**config.mk**
```make
export PLATFORM = sky130hd
export DESIGN_NAME = pdm_spkr_stage
export DESIGN_NICKNAME = d
export VERILOG_FILES = /design/src/rtl/pdm_spkr_stage_pkg.sv /design/src/rtl/pdm_spkr_stage_sd1.sv /design/src/rtl/pdm_spkr_stage.sv
export SDC_FILE = /design/constraint.sdc
export NUM_CORES = 1
export LEC_CHECK = 0
export BUFFER_PORTS_ARGS = -buffer_cell sky130_fd_sc_hd__buf_4
export CAP_MARGIN = 20
export CORE_UTILIZATION = 56
export CTS_BUF_LIST = sky130_fd_sc_hd__clkbuf_4 sky130_fd_sc_hd__clkbuf_8
export DETAILED_ROUTE_END_ITERATION = 8
export PLACE_DENSITY = 0.74
export SLEW_MARGIN = 20
export SYNTH_ARGS = -nofsm -noshare
export SYNTH_HDL_FRONTEND = slang
export SYNTH_HIERARCHICAL = 1
export SYNTH_SLANG_ARGS = --single-unit
```
**constraint.sdc**
```tcl
create_clock -name clk -period 5.35 [get_ports clk]
set_clock_uncertainty 0.05 [all_clocks]
set_input_delay 0.535 -clock clk [delete_from_list [all_inputs] [get_ports clk]]
set_output_delay 0.535 -clock clk [all_outputs]
set_load 0.03 [all_outputs]
```
**src/rtl/pdm_spkr_stage_pkg.sv**
```systemverilog
// Shared definitions for the speaker PDM output stage: sample/gain widths,
// the offset-binary midpoint code, and the gain-scaling helper.
package pdm_spkr_stage_pkg;

    localparam int PDM_W  = 16;
    localparam int GAIN_W = 9;

    localparam logic [GAIN_W-1:0] GAIN_UNITY = 9'd256;
    localparam logic [PDM_W-1:0]  MID_CODE   = 16'h8000;

    typedef logic signed [PDM_W-1:0] sample_t;
    typedef logic [GAIN_W-1:0]       gain_t;

    typedef struct packed {
        sample_t lft;
        sample_t rght;
    } stereo_t;

    // Scale a signed sample by gain/256 (arithmetic shift keeps the sign) and
    // flip the MSB so signed zero lands on the 50% duty code.
    function automatic logic [PDM_W-1:0] scale_to_offset(sample_t smp, gain_t g);
        logic signed [25:0] prod;
        prod = smp * $signed({1'b0, g});
        return prod[23:8] ^ MID_CODE;
    endfunction

endpackage

```
**src/rtl/pdm_spkr_stage_sd1.sv**
```systemverilog
// Single-channel first-order sigma-delta modulator. The active sample is
// refreshed on each tick and the accumulator carry becomes the PDM bit.
module pdm_sd1
    import pdm_spkr_stage_pkg::*;
(
    input  logic             clk,
    input  logic             rst,
    input  logic             tick,
    input  logic [PDM_W-1:0] din,
    output logic             pdm
);

    logic [PDM_W-1:0] active;
    logic [PDM_W-1:0] acc;
    logic [PDM_W:0]   sum;

    assign sum = {1'b0, acc} + {1'b0, active};

    // On each tick: integrate the current active code, emit the carry, then load the newest sample.
    always_ff @(posedge clk) begin
        if (rst) begin
            active <= '0;
            acc    <= '0;
            pdm    <= 1'b0;
        end else if (tick) begin
            acc    <= sum[PDM_W-1:0];
            pdm    <= sum[PDM_W];
            active <= din;
        end
    end

endmodule

```
**src/rtl/pdm_spkr_stage.sv**
```systemverilog
// Final audio stage: capture equalized stereo samples, apply a shared gain,
// convert to offset binary and drive one sigma-delta PDM stream per speaker.
// Build option: define PDM_SOFT_RAMP_EN for a stepped mute/unmute gain ramp;
// without it the gain switches straight between 0 and unity on each sample.
module pdm_spkr_stage
    import pdm_spkr_stage_pkg::*;
#(
    parameter int CLK_DIV   = 1,
    parameter int RAMP_STEP = 4
) (
    input  logic                    clk,
    input  logic                    rst,
    input  logic                    vld,
    input  logic signed [PDM_W-1:0] lft_chnnl,
    input  logic signed [PDM_W-1:0] rght_chnnl,
    input  logic                    mute,
    output logic                    lft_PDM,
    output logic                    rght_PDM,
    output logic                    muted
);

    if (CLK_DIV < 1 || CLK_DIV > 16 || RAMP_STEP < 1 || RAMP_STEP > 256) begin : g_param_check
        $error("pdm_spkr_stage: CLK_DIV or RAMP_STEP out of range");
    end

    localparam logic [3:0] TICK_LAST = 4'(CLK_DIV - 1);

    stereo_t          cap;
    logic             cap_vld;
    gain_t            gain;
    logic [PDM_W-1:0] din_lft;
    logic [PDM_W-1:0] din_rght;
    logic [3:0]       tick_cnt;
    logic             tick;

    // Latch both channels on the input strobe and remember a fresh capture is waiting to be scaled.
    always_ff @(posedge clk) begin
        if (rst) begin
            cap     <= '0;
            cap_vld <= 1'b0;
        end else begin
            cap_vld <= vld;
            if (vld) begin
                cap.lft  <= lft_chnnl;
                cap.rght <= rght_chnnl;
            end
        end
    end

`ifdef PDM_SOFT_RAMP_EN
    localparam logic [GAIN_W:0] STEP = (GAIN_W + 1)'(RAMP_STEP);

    logic [GAIN_W:0] gain_up;
    gain_t           gain_dn;
    gain_t           gain_next;

    // Saturating ramp: step toward zero while muted, toward unity otherwise.
    always_comb begin
        gain_up   = {1'b0, gain} + STEP;
        gain_dn   = gain - STEP[GAIN_W-1:0];
        gain_next = gain;
        if (mute) begin
            gain_next = ({1'b0, gain} <= STEP) ? '0 : gain_dn;
        end else begin
            gain_next = (gain_up >= {1'b0, GAIN_UNITY}) ? GAIN_UNITY : gain_up[GAIN_W-1:0];
        end
    end

    // The gain moves only with accepted samples so the ramp rate tracks the audio rate.
    always_ff @(posedge clk) begin
        if (rst) begin
            gain <= '0;
        end else if (vld) begin
            gain <= gain_next;
        end
    end
`else
    logic gain_sel;

    // Hard switch between silence and unity, taken on the next accepted sample.
    always_ff @(posedge clk) begin
        if (rst) begin
            gain_sel <= 1'b0;
        end else if (vld) begin
            gain_sel <= ~mute;
        end
    end

    assign gain = gain_sel ? GAIN_UNITY : '0;
`endif

    assign muted = (gain == '0);

    // Scale the captured pair one cycle after capture; idle until the first sample so reset output stays at code zero.
    always_ff @(posedge clk) begin
        if (rst) begin
            din_lft  <= '0;
            din_rght <= '0;
        end else if (cap_vld) begin
            din_lft  <= scale_to_offset(cap.lft, gain);
            din_rght <= scale_to_offset(cap.rght, gain);
        end
    end

    assign tick = (tick_cnt == TICK_LAST);

    // Free-running divider that paces both modulators together.
    always_ff @(posedge clk) begin
        if (rst) begin
            tick_cnt <= '0;
        end else if (tick) begin
            tick_cnt <= '0;
        end else begin
            tick_cnt <= tick_cnt + 4'd1;
        end
    end

    pdm_sd1 u_sd_lft (
        .clk  (clk),
        .rst  (rst),
        .tick (tick),
        .din  (din_lft),
        .pdm  (lft_PDM)
    );

    pdm_sd1 u_sd_rght (
        .clk  (clk),
        .rst  (rst),
        .tick (tick),
        .din  (din_rght),
        .pdm  (rght_PDM)
    );

endmodule

```
==> metrics, run 1 <==
actual transition at the worst max-transition pin=roughly 0.86 ns; global-route usage over all layers=between 20% and 30%; 1st-pass router iterations=4; EDFF count, synth=0; highest fanout seen on the critical path=5; leading register cell type out of synthesis=sky130_fd_sc_hd__dfxtp_1; fin. max-slew vios=0; Die Area=roughly 12000 um2; via count of the first global-routing pass=~4600; antenna diode instance count=0; Slowest cell on crit path=sky130_fd_sc_hd__fa_1; cells along the critical path=ha_1 -> fa_1 -> a21oi_1 -> o21ai_1 -> o21ai_1 -> o21ai_0 -> mux2i_1 -> o311ai_0; sink count of the clock tree=136; static leakage=between 3 and 4 nW; post-route worst setup slack=just under 3 ns; count of routing violations after the opening detailed-route iteration=roughly 360; CP required=5.58 ns; global-route wire length before repair=around 22 mm; maximum cell stage delay along the critical path=about 0.41 ns; setup repair after global routing missed its margin=false; Netlist Area Pre-Place=~6400 um2; most common library cells after synthesis=sky130_fd_sc_hd__dfxtp_1 (136), sky130_fd_sc_hd__nor2_1 (135), sky130_fd_sc_hd__mux2i_1 (76); buffer depth of the longest clock path=2; warning count from the yosys run=6; Slew headroom=42.4%; met3 GRT Util=5.98%; Congestion Overflow GR=0; clock root buffer=sky130_fd_sc_hd__clkbuf_8; Die X-Extent=~110 um; fin crit share=44.5%; run status=finished clean; syn_nets=about 750; total DRC errors in the routed layout=0; final-report hold violation count=0; depth of the CTS H-tree=4; io pins=39; maximum capacitance violations=0; Post-Synthesis Mean Instance Area=9.44 um2; global-route track usage on met1=about a third; biggest area contributors in the synthesized netlist=sky130_fd_sc_hd__dfxtp_1 (43%), sky130_fd_sc_hd__mux2i_1 (12%), sky130_fd_sc_hd__nor2_1 (7.9%), sky130_fd_sc_hd__ha_1 (6.7%), sky130_fd_sc_hd__a21oi_1 (3.5%); routed wire length=12.9 mm; critical path class=flip-flop to flip-flop; Post-layout nets=between 700 and 800; Area Overhead vs Synth=10.8%; setup-violating endpoint count in the final report=0; Worst EP arrival=approximately 2.6 ns; initial antenna violation count=0; maximum number of pins on one net before global-route repair=slightly above 80; Synth top area share=roughly 43%; floorplan row count=38; number of vias after detailed routing=between 4000 and 5000; number of synthesized register bits=around 140; maximum ir drop on the vdd rail=~0.00024 V; kind of start point of the critical path=flip-flop; crit-path most repeated cell=sky130_fd_sc_hd__o21ai_1; path category of the worst min-delay check=input port to flip-flop; buffers inserted by post-CTS timing repair=0; core outline area=~11000 um2; Max Clk Rate=about 0.42 GHz; vertical die dimension=109 um; number of buffer cells added on primary ports=38; most common cell in the synthesized netlist=sky130_fd_sc_hd__dfxtp_1; TritonCTS buffer count=17; part of the Yosys area used for sequential elements=42.6%; number of nets still failing antenna checks after routing=0; worst slack, placed=2.81 ns; routed via count divided by cell count=5.58; power density relative to cell area=283 nW/um2; GR peak layer=met2; fraction of met2 tracks used by global routing=a little under two fifths; weighted congestion reported at the end of routability-driven placement=roughly 0.8; Starting Density=58.1%; count of different cell masters after synthesis=52; clock transition time at the flip-flop clock pins of the worst setup and hold paths=approximately 0.070 ns; HPWL after DPL=8.50 mm; sort of element at the end of the critical path=flip-flop; Post-synth ARST share=0%; fraction of final layout cells with drive strength greater than 1=roughly 14%; cts repair resizes=0; number of instances in the synthesized netlist=slightly below 700; post-cts hold buffer count=0; routed length per instance=about 15 um; final critical-path required period=about 2.4 ns; clock insertion delay at the later pin of the skew report=0.44 ns; cell taking the most area after synthesis=sky130_fd_sc_hd__dfxtp_1; total negative slack for setup checks=0 ns; TritonCTS clock tree=done
## final cells by class
cell class,instances,area (um2)
sequential,136,2720
inverter,15,56.3
clock buffer,22,290
tap,140,175
timing repair buffer,42,315
clock inverter,10,116
fill,906,3910
multi-input combinational,488,3390
## flip-flops by register name, indices dropped and copies added (netlist names)
register / count
gain_sel: 1
u_sd_lft/pdm: 1
u_sd_rght/pdm: 1
tick_cnt: 4
cap: 32
u_sd_rght/active: 16
din_lft: 16
din_rght: 16
u_sd_lft/acc: 16
u_sd_lft/active: 16
cap_vld: 1
u_sd_rght/acc: 16
## per-stage QoR
step	area (um2)	util, %	hold slack (ns)	instances	total power [W]
6_report	7070	64.4	0.219	853	0.00200
5_1_grt	7070	64.4	0.201	853	0.00208
4_1_cts	7070	64.4	0.199	853	0.00202
3_5_place_dp	6660	60.7	0.408	821	0.00117
3_3_place_gp	6660	60.7	0.403	821	0.00117
2_1_floorplan	6380	-	0.379	676	0.00114
## worst max-delay path: cells and delay by family (launching register included)
| kind | cells | cell delay (ns) |
|---|---|---|
| compound gates | 5 | 1.04 |
| fa+ha+maj | 2 | 0.63 |
| flops | 1 | 0.32 |
| mux | 1 | 0.18 |
## placed cells by master, fill, tap and decap left out, drive strengths merged, types with 3 or more instances in the layout
cell type,instances
a22o,10
xnor2,10
a211o,4
o311ai,4
a21oi,57
dfxtp,136
nand2,10
nor2,135
and2,3
clkinv,6
o21a,4
a221oi,4
o21ai,18
nand3,9
clkbuf,22
inv,15
and3,6
mux2i,76
ha,34
a211oi,9
a21o,6
xor2,13
buf,42
nor3,11
nor2b,32
nand4,6
## final timing paths
path | start | to | slack (ns) | depth (start not counted)
worst max-delay path | u_sd_rght/active[0]$_SDFFE_PP0P_ | u_sd_rght/acc[10]$_SDFFE_PP0P_ | 2.97 | 8
worst min-delay path | mute | gain_sel$_SDFFE_PP0P_ | 0.22 | 2
worst max register to register | u_sd_rght/active[0]$_SDFFE_PP0P_ | u_sd_rght/acc[10]$_SDFFE_PP0P_ | 2.97 | 8
worst min register to register | cap[15]$_SDFFE_PP0P_ | din_rght[15]$_SDFFE_PP0P_ | 0.42 | 1
## report_power, final
group,leakage (nW),internal (W),total [W],switching [W]
registers,1.10,0.00103,0.00105,0.0000134
clock network,0.206,0.000463,0.000856,0.000394
logic,2.09,0.0000446,0.0000991,0.0000546
total,3.40,0.00154,0.00200,0.000462
## kinds of logic (layout without fill, tap and decap cells)
kind of cell / count (synthesis) / in the layout / share of synthesized area (%)
buffers and inverters: 52 / 89 / 4.29
AOI/OAI and AO/OA: 130 / 130 / 14.7
xor gates and xnor gates: 23 / 23 / 3.16
DFF: 136 / 136 / 42.6
muxes: 78 / 78 / 12.3
and+or+nand+nor: 221 / 221 / 15.6
adders and majority gates: 36 / 36 / 7.29
## metal layers
layer	part of all wire (%)	wire (um)	vias to the layer above
met2	45	5770	78
met4	1.4	178	0
met3	4.5	584	21
li1	-	-	2411
met5	0	0	-
met1	49	6320	2249
No activity file was read; power rests on OpenSTA's default activity.
==> run 2: changes to the inputs <==
--- a/config.mk
+++ b/config.mk
@@ -10,7 +10,7 @@
 export CORE_UTILIZATION = 56
 export CTS_BUF_LIST = sky130_fd_sc_hd__clkbuf_4 sky130_fd_sc_hd__clkbuf_8
 export DETAILED_ROUTE_END_ITERATION = 8
-export PLACE_DENSITY = 0.74
+export PLACE_DENSITY = 0.77
 export SLEW_MARGIN = 20
 export SYNTH_ARGS = -nofsm -noshare
 export SYNTH_HDL_FRONTEND = slang
==> constraint.sdc (replaced) <==
create_clock -name clk -period 2 [get_ports clk]
set_clock_uncertainty 0.05 [all_clocks]
set_input_delay 0.2 -clock clk [delete_from_list [all_inputs] [get_ports clk]]
set_output_delay 0.2 -clock clk [all_outputs]
set_load 0.03 [all_outputs]
==> run 2 against run 1 <==
Compared with the run above:
- the flow now finishes with violations (negative setup slack)
- register-to-register slack got worse by 3.1 ns
- final area rose by 16%
- sequential power rose to 2.7 times the previous value
- maximum frequency rose by 14%
- die area did not move
- critical path type unchanged
- largest cell class unchanged
- global-route usage rose by 1.9 points
==> metrics, run 2 (same netlist as run 1, synthesis figures left out) <==
run status=finished, violations left (was finished clean); violations in the final reports=negative setup slack; actual transition at the worst max-transition pin=0.623 ns (was 0.864 ns); buffer depth of the longest clock path=2 (unchanged); final-report hold violation count=0 (unchanged); commonest cells after routing, fill and taps aside=sky130_fd_sc_hd__nor2_1 (134), sky130_fd_sc_hd__dfxtp_1 (121), sky130_fd_sc_hd__buf_4 (100), sky130_fd_sc_hd__mux2i_1 (76), sky130_fd_sc_hd__dlygate4sd3_1 (33) (was sky130_fd_sc_hd__dfxtp_1 (136), sky130_fd_sc_hd__nor2_1 (134), sky130_fd_sc_hd__mux2i_1 (76), sky130_fd_sc_hd__a21oi_1 (45), sky130_fd_sc_hd__buf_4 (42)); HPWL after DPL=9.14 mm (was 8.50 mm); Post-layout nets=865 (was 772); TritonCTS clock tree=done (unchanged); clock insertion delay at the later pin of the skew report=0.45 ns (was 0.44 ns); clock transition time at the flip-flop clock pins of the worst setup and hold paths=0.07 ns (about the same); Die X-Extent=109 um (unchanged); launch point of the worst path=u_sd_lft/acc[6]$_SDFFE_PP0P_ (was u_sd_rght/active[0]$_SDFFE_PP0P_); Slew headroom=58.5% (was 42.4%); initial antenna violation count=0 (unchanged); setup-violating endpoint count in the final report=8 (was 0); Worst EP arrival=2.38 ns (was 2.61 ns); sort of element at the end of the critical path=flip-flop (unchanged); path category of the worst min-delay check=input port to flip-flop (unchanged); via count of the first global-routing pass=5228 (was 4576); max reg flops=32 (unchanged); routed wire length=14.9 mm (was 12.9 mm); Top Family by Delay on Critical Path=compound AO/OA/AOI/OAI gates (unchanged); Starting Density=58.1% (unchanged); final cell utilization of the core=74.7% (was 64.4%); vertical die dimension=109 um (unchanged); cells along the critical path=ha_4 -> a21oi_2 -> o21ai_2 -> a211o_1 -> a221oi_2 -> mux2_4 -> a31o_1 (was ha_1 -> fa_1 -> a21oi_1 -> o21ai_1 -> o21ai_1 -> o21ai_0 -> mux2i_1 -> o311ai_0); fraction of final layout cells with drive strength greater than 1=27.8% (was 13.9%); number of buffer cells added on primary ports=38 (unchanged); Critical Path Stages=7 (was 8); maximum ir drop on the vdd rail=0.000676 V (was 0.000241 V); count of routing violations after the opening detailed-route iteration=236 (was 361); fin crit share=104% (was 44.5%); floorplan row count=38 (unchanged); number of vias after detailed routing=5229 (was 4759); final critical-path required period=2.08 ns (was 2.38 ns); Max Clk Rate=0.480 GHz (was 0.420 GHz); core outline area=11000 um2 (unchanged); Die Area=11800 um2 (unchanged); maximum capacitance violations=0 (unchanged); leading cell type in the layout, fill and taps excluded=sky130_fd_sc_hd__nor2_1 (was sky130_fd_sc_hd__dfxtp_1); number of cells on the worst reg-to-reg path=7 (was 8); total negative slack for setup checks=-0.307 ns (was 0 ns); number of nets still failing antenna checks after routing=0 (unchanged); Slowest cell on crit path=sky130_fd_sc_hd__dfxtp_2 (was sky130_fd_sc_hd__fa_1); start point of the worst min-delay path=rst (was mute); routed via count divided by cell count=5.55 (was 5.58); power density relative to cell area=655 nW/um2 (was 283 nW/um2); antenna diode instance count=0 (unchanged); 1st-pass router iterations=5 (was 4); critical path class=flip-flop to flip-flop (unchanged); buffer and inverter count on the worst path=0 (unchanged); highest fanout seen on the critical path=2 (was 5); global-route usage over all layers=25.9% (was 24.0%); final hold slack=0.0796 ns (was 0.219 ns); CP required=2.29 ns (was 5.58 ns); TritonCTS buffer count=17 (unchanged); weighted congestion reported at the end of routability-driven placement=0.899 (was 0.823); sink count of the clock tree=136 (unchanged); static leakage=3.89 nW (was 3.40 nW); fin. max-slew vios=0 (unchanged); total DRC errors in the routed layout=0 (unchanged); Area Overhead vs Synth=28.6% (was 10.8%); setup repair after global routing missed its margin=true (was false); Congestion Overflow GR=0 (unchanged); maximum number of pins on one net before global-route repair=49 (was 81); maximum cell stage delay along the critical path=0.34 ns (was 0.41 ns); io pins=39 (unchanged); kind of start point of the critical path=flip-flop (unchanged); clock root buffer=sky130_fd_sc_hd__clkbuf_8 (unchanged); launch point of the worst reg-to-reg path=u_sd_lft/acc[6]$_SDFFE_PP0P_ (was u_sd_rght/active[0]$_SDFFE_PP0P_); depth of the CTS H-tree=4 (unchanged); routed length per instance=15.8 um (was 15.1 um); Most flops, register=cap (unchanged); post-route worst setup slack=-0.0843 ns (was 2.97 ns); global-route wire length before repair=23.7 mm (was 21.8 mm); hold-critical path depth=2 (unchanged)
==> run 2: metal layers <==
| metal | track usage, % | part of all wire, % |
|---|---|---|
| met5 | 0 | 0 |
| met1 | 29.1 | 43 |
| met2 | 46.8 | 52 |
| met4 | 10.2 | 2.4 |
| met3 | 6.34 | 3.1 |
==> run 2: what timing repair did <==
action                                  CTS  global route
gates resized for setup                  33            48
endpoints found under the setup margin   15            21
setup buffers                            12            12
pin swaps                                20            17
endpoints found under the hold margin    33             0
hold buffers                             33             0
==> run 2: layout make-up <==
type                       instances  area, um2
fill                             707       2770
tap                              140        175
multi-input combinational        488       3740
clock buffer                      22        290
sequential                       136       2740
clock inverter                     7       95.1
inverter                          15       63.8
timing repair buffer             135       1100
==> run 2: path summary, 6_finish.rpt <==
check                                                      to  slack [ns]
worst max register to register  u_sd_lft/acc[13]$_SDFFE_PP0P_       -0.08
worst min-delay path             u_sd_lft/acc[4]$_SDFFE_PP0P_        0.08
worst max-delay path            u_sd_lft/acc[13]$_SDFFE_PP0P_       -0.08
worst min register to register       din_lft[15]$_SDFFE_PP0P_        0.40
==> run 2: report_power, final <==
| part | switching [W] | internal [W] |
|---|---|---|
| Clock | 0.00102 | 0.00121 |
| Combinational | 0.000170 | 0.000173 |
| Sequential | 0.0000364 | 0.00277 |
| Total | 0.00122 | 0.00415 |
==> run 2: per-stage QoR <==
step | worst slack, ns | std cells | area [um2] | power [W]
after floorplan | -0.0397 | 676 | 6440 | 0.00304
after global placement | -0.172 | 858 | 6990 | 0.00313
after detailed placement | -0.217 | 858 | 6990 | 0.00315
after CTS | -0.0475 | 932 | 7930 | 0.00541
after global routing | -0.123 | 943 | 8210 | 0.00556
final | -0.0843 | 943 | 8210 | 0.00538
==> run 3: changes to the inputs <==
--- a/config.mk
+++ b/config.mk
@@ -11,6 +11,8 @@
 export CTS_BUF_LIST = sky130_fd_sc_hd__clkbuf_4 sky130_fd_sc_hd__clkbuf_8
 export DETAILED_ROUTE_END_ITERATION = 8
 export PLACE_DENSITY = 0.77
+export REMOVE_ABC_BUFFERS = 1
+export SKIP_LAST_GASP = 1
 export SLEW_MARGIN = 20
 export SYNTH_ARGS = -nofsm -noshare
 export SYNTH_HDL_FRONTEND = slang
==> run 3 against run 2 <==
Compared with the run above:
- wire length decreased by 4.2%
- the flow still finishes with violations (negative setup slack)
- first-iteration DRC count increased by 2.1%
- clock-buffer cell count decreased by 4
- highest routed layer unchanged
- final area about the same
- setup slack got worse by 0.015 ns
- utilization decreased by 0.057 points
- cell count decreased by 0.64%
==> metrics, run 3 (same netlist as run 1, synthesis figures left out) <==
part of the total power dissipated in sequential elements=49.3% (was 52.1%); core outline area=11000 um2 (unchanged); Post-layout nets=856 (was 865); total DRC errors in the routed layout=0 (unchanged); Congestion Overflow GR=0 (unchanged); count of routing violations after the opening detailed-route iteration=241 (was 236); Die X-Extent=109 um (unchanged); fin crit share=105% (was 104%); Most flops, register=cap (unchanged); final critical-path required period=2.10 ns (was 2.08 ns); fraction of power spent switching nets=21.8% (was 22.7%); kind of start point of the critical path=flip-flop (unchanged); buffer depth of the longest clock path=2 (unchanged); global-route wire length before repair=23.4 mm (was 23.7 mm); share of power burned in combinational logic=5.9% (was 6.4%); number of vias after detailed routing=5141 (was 5229); 1st-pass router iterations=4 (was 5); TritonCTS clock tree=done (unchanged); routed via count divided by cell count=5.49 (was 5.55); maximum number of pins on one net before global-route repair=50 (was 49); vertical die dimension=109 um (unchanged); maximum capacitance violations=0 (unchanged); number of nets still failing antenna checks after routing=0 (unchanged); Finished Cell Area=8200 um2 (was 8210 um2); Die Area=11800 um2 (unchanged); fill cell total of the finished layout=764 (was 707); commonest cells after routing, fill and taps aside=sky130_fd_sc_hd__nor2_1 (134), sky130_fd_sc_hd__dfxtp_1 (119), sky130_fd_sc_hd__buf_4 (91), sky130_fd_sc_hd__mux2i_1 (76), sky130_fd_sc_hd__dlygate4sd3_1 (34) (was sky130_fd_sc_hd__nor2_1 (134), sky130_fd_sc_hd__dfxtp_1 (121), sky130_fd_sc_hd__buf_4 (100), sky130_fd_sc_hd__mux2i_1 (76), sky130_fd_sc_hd__dlygate4sd3_1 (33)); path category of the worst min-delay check=input port to flip-flop (unchanged); initial antenna violation count=0 (unchanged); run status=finished, violations left (unchanged); reported net switching power=0.00124 W (was 0.00122 W); clock root buffer=sky130_fd_sc_hd__clkbuf_8 (unchanged); routed wire length=14.3 mm (was 14.9 mm); Slew headroom=57.9% (was 58.5%); TritonCTS buffer count=17 (unchanged); Worst EP arrival=2.39 ns (was 2.38 ns); antenna diode instance count=0 (unchanged); CP required=2.29 ns (about the same); reg-to-reg setup timing slack=-0.1 ns (was -0.08 ns); clock transition time at the flip-flop clock pins of the worst setup and hold paths=0.07 ns (about the same); depth of the CTS H-tree=4 (unchanged); post-route worst setup slack=-0.0992 ns (was -0.0843 ns); placement-stage cell area=6950 um2 (was 6990 um2); global-route usage over all layers=25.3% (was 25.9%); sequential cell area=2750 um2 (was 2740 um2); power density relative to cell area=692 nW/um2 (was 655 nW/um2); sink count of the clock tree=136 (unchanged); routed length per instance=15.2 um (was 15.8 um); Max Clk Rate=0.476 GHz (was 0.480 GHz); setup repair after global routing missed its margin=true (unchanged); setup-violating endpoint count in the final report=10 (was 8); fin. max-slew vios=0 (unchanged); critical path class=flip-flop to flip-flop (unchanged); leading cell type in the layout, fill and taps excluded=sky130_fd_sc_hd__nor2_1 (unchanged); final cell utilization of the core=74.7% (about the same); clock insertion delay at the later pin of the skew report=0.44 ns (was 0.45 ns); static leakage=3.91 nW (was 3.89 nW); HPWL after DPL=8.99 mm (was 9.14 mm); fraction of final layout cells with drive strength greater than 1=26.9% (was 27.8%); sort of element at the end of the critical path=flip-flop (unchanged); via count of the first global-routing pass=5184 (was 5228); violations in the final reports=negative setup slack (unchanged); actual transition at the worst max-transition pin=0.631 ns (was 0.623 ns); clock share of power=44.7% (was 41.5%); max reg flops=32 (unchanged); Multi-input gate area=3730 um2 (was 3740 um2); maximum ir drop on the vdd rail=0.000763 V (was 0.000676 V); io pins=39 (unchanged); Starting Density=58.1% (unchanged); internal power component=0.00444 W (was 0.00415 W); number of buffer cells added on primary ports=38 (unchanged); Area Overhead vs Synth=28.5% (was 28.6%); floorplan row count=38 (unchanged); final-report hold violation count=0 (unchanged); weighted congestion reported at the end of routability-driven placement=0.871 (was 0.899); total negative slack for setup checks=-0.531 ns (was -0.307 ns); highest fanout seen on the critical path=5 (was 2)
-- run 3: changes by cell type in the layout (fill, tap and decap cells not counted), moves of 4 or more --
| cell | previous run | this run |
|---|---|---|
| sky130_fd_sc_hd__ha_1 | 23 | 16 |
| sky130_fd_sc_hd__clkinv_2 | 2 | 7 |
| sky130_fd_sc_hd__ha_4 | 7 | 11 |
| sky130_fd_sc_hd__buf_4 | 100 | 91 |
| sky130_fd_sc_hd__o21ai_4 | 4 | 0 |
-- run 3: stage by stage --
step	hold WS (ns)	std cells	total power, W	setup slack [ns]
CTS	0.260	933	0.00571	-0.0295
global placement	0.334	858	0.00313	-0.179
global route	0.302	937	0.00587	-0.183
detailed placement	0.353	858	0.00314	-0.250
finish	0.300	937	0.00567	-0.0992
floorplan	0.215	639	0.00298	-3.68
-- run 3: what timing repair did --
| action | CTS | global route |
|---|---|---|
| resized for setup | 51 | 36 |
| pin swaps | 32 | 23 |
| buffers inserted | 9 | 4 |
| hold endpoints to repair | 35 | 0 |
| hold buffers | 34 | 0 |
| setup endpoints to repair | 16 | 27 |
-- run 3: final timing paths --
| kind | from | to | depth (start not counted) |
|---|---|---|---|
| max | u_sd_rght/acc[0]$_SDFFE_PP0P_ | u_sd_rght/acc[14]$_SDFFE_PP0P_ | 9 |
| min | vld | cap_vld$_SDFF_PP0_ | 2 |
| max reg2reg | u_sd_rght/acc[0]$_SDFFE_PP0P_ | u_sd_rght/acc[14]$_SDFFE_PP0P_ | 9 |
| min reg2reg | cap[31]$_SDFFE_PP0P_ | din_lft[15]$_SDFFE_PP0P_ | 1 |
-- run 3: critical path, stage by stage, from the launching register on --
cell and delay (ns):
sky130_fd_sc_hd__dfxtp_2 0.34, sky130_fd_sc_hd__ha_4 0.16, sky130_fd_sc_hd__fa_2 0.37, sky130_fd_sc_hd__a21oi_4 0.18, sky130_fd_sc_hd__o21ai_2 0.08, sky130_fd_sc_hd__o21ai_1 0.18
sky130_fd_sc_hd__buf_4 0.19, sky130_fd_sc_hd__o311ai_4 0.10, sky130_fd_sc_hd__xor2_1 0.17, sky130_fd_sc_hd__a22o_1 0.18
-- run 3: area by class of cell --
cell class | instances | area share (%)
Clock buffer | 18 | 3.02
Clock inverter | 14 | 2.49
Inverter | 15 | 0.702
Multi-Input combinational cell | 488 | 45.4
Sequential cell | 136 | 33.5
Tap cell | 140 | 2.14
Timing Repair Buffer | 126 | 12.7
-- run 3: power groups by stage --
stage | logic (W) | registers [W] | clock network, W
floorplan | 0.000121 | 0.00286 | 0
global placement | 0.000265 | 0.00286 | 0
detailed placement | 0.000276 | 0.00286 | 0
CTS | 0.000331 | 0.00280 | 0.00258
global route | 0.000367 | 0.00281 | 0.00269
finish | 0.000336 | 0.00280 | 0.00254
-- run 3: routing by layer --
| metal | part of all wire (%) | global-route usage, % | vias to the layer above |
|---|---|---|---|
| li1 | - | - | 2578 |
| met1 | 44 | 29.5 | 2436 |
| met2 | 51 | 44.2 | 101 |
| met3 | 3.6 | 6.58 | 26 |
| met4 | 1.5 | 10.1 | 0 |
| met5 | 0 | 0 | - |
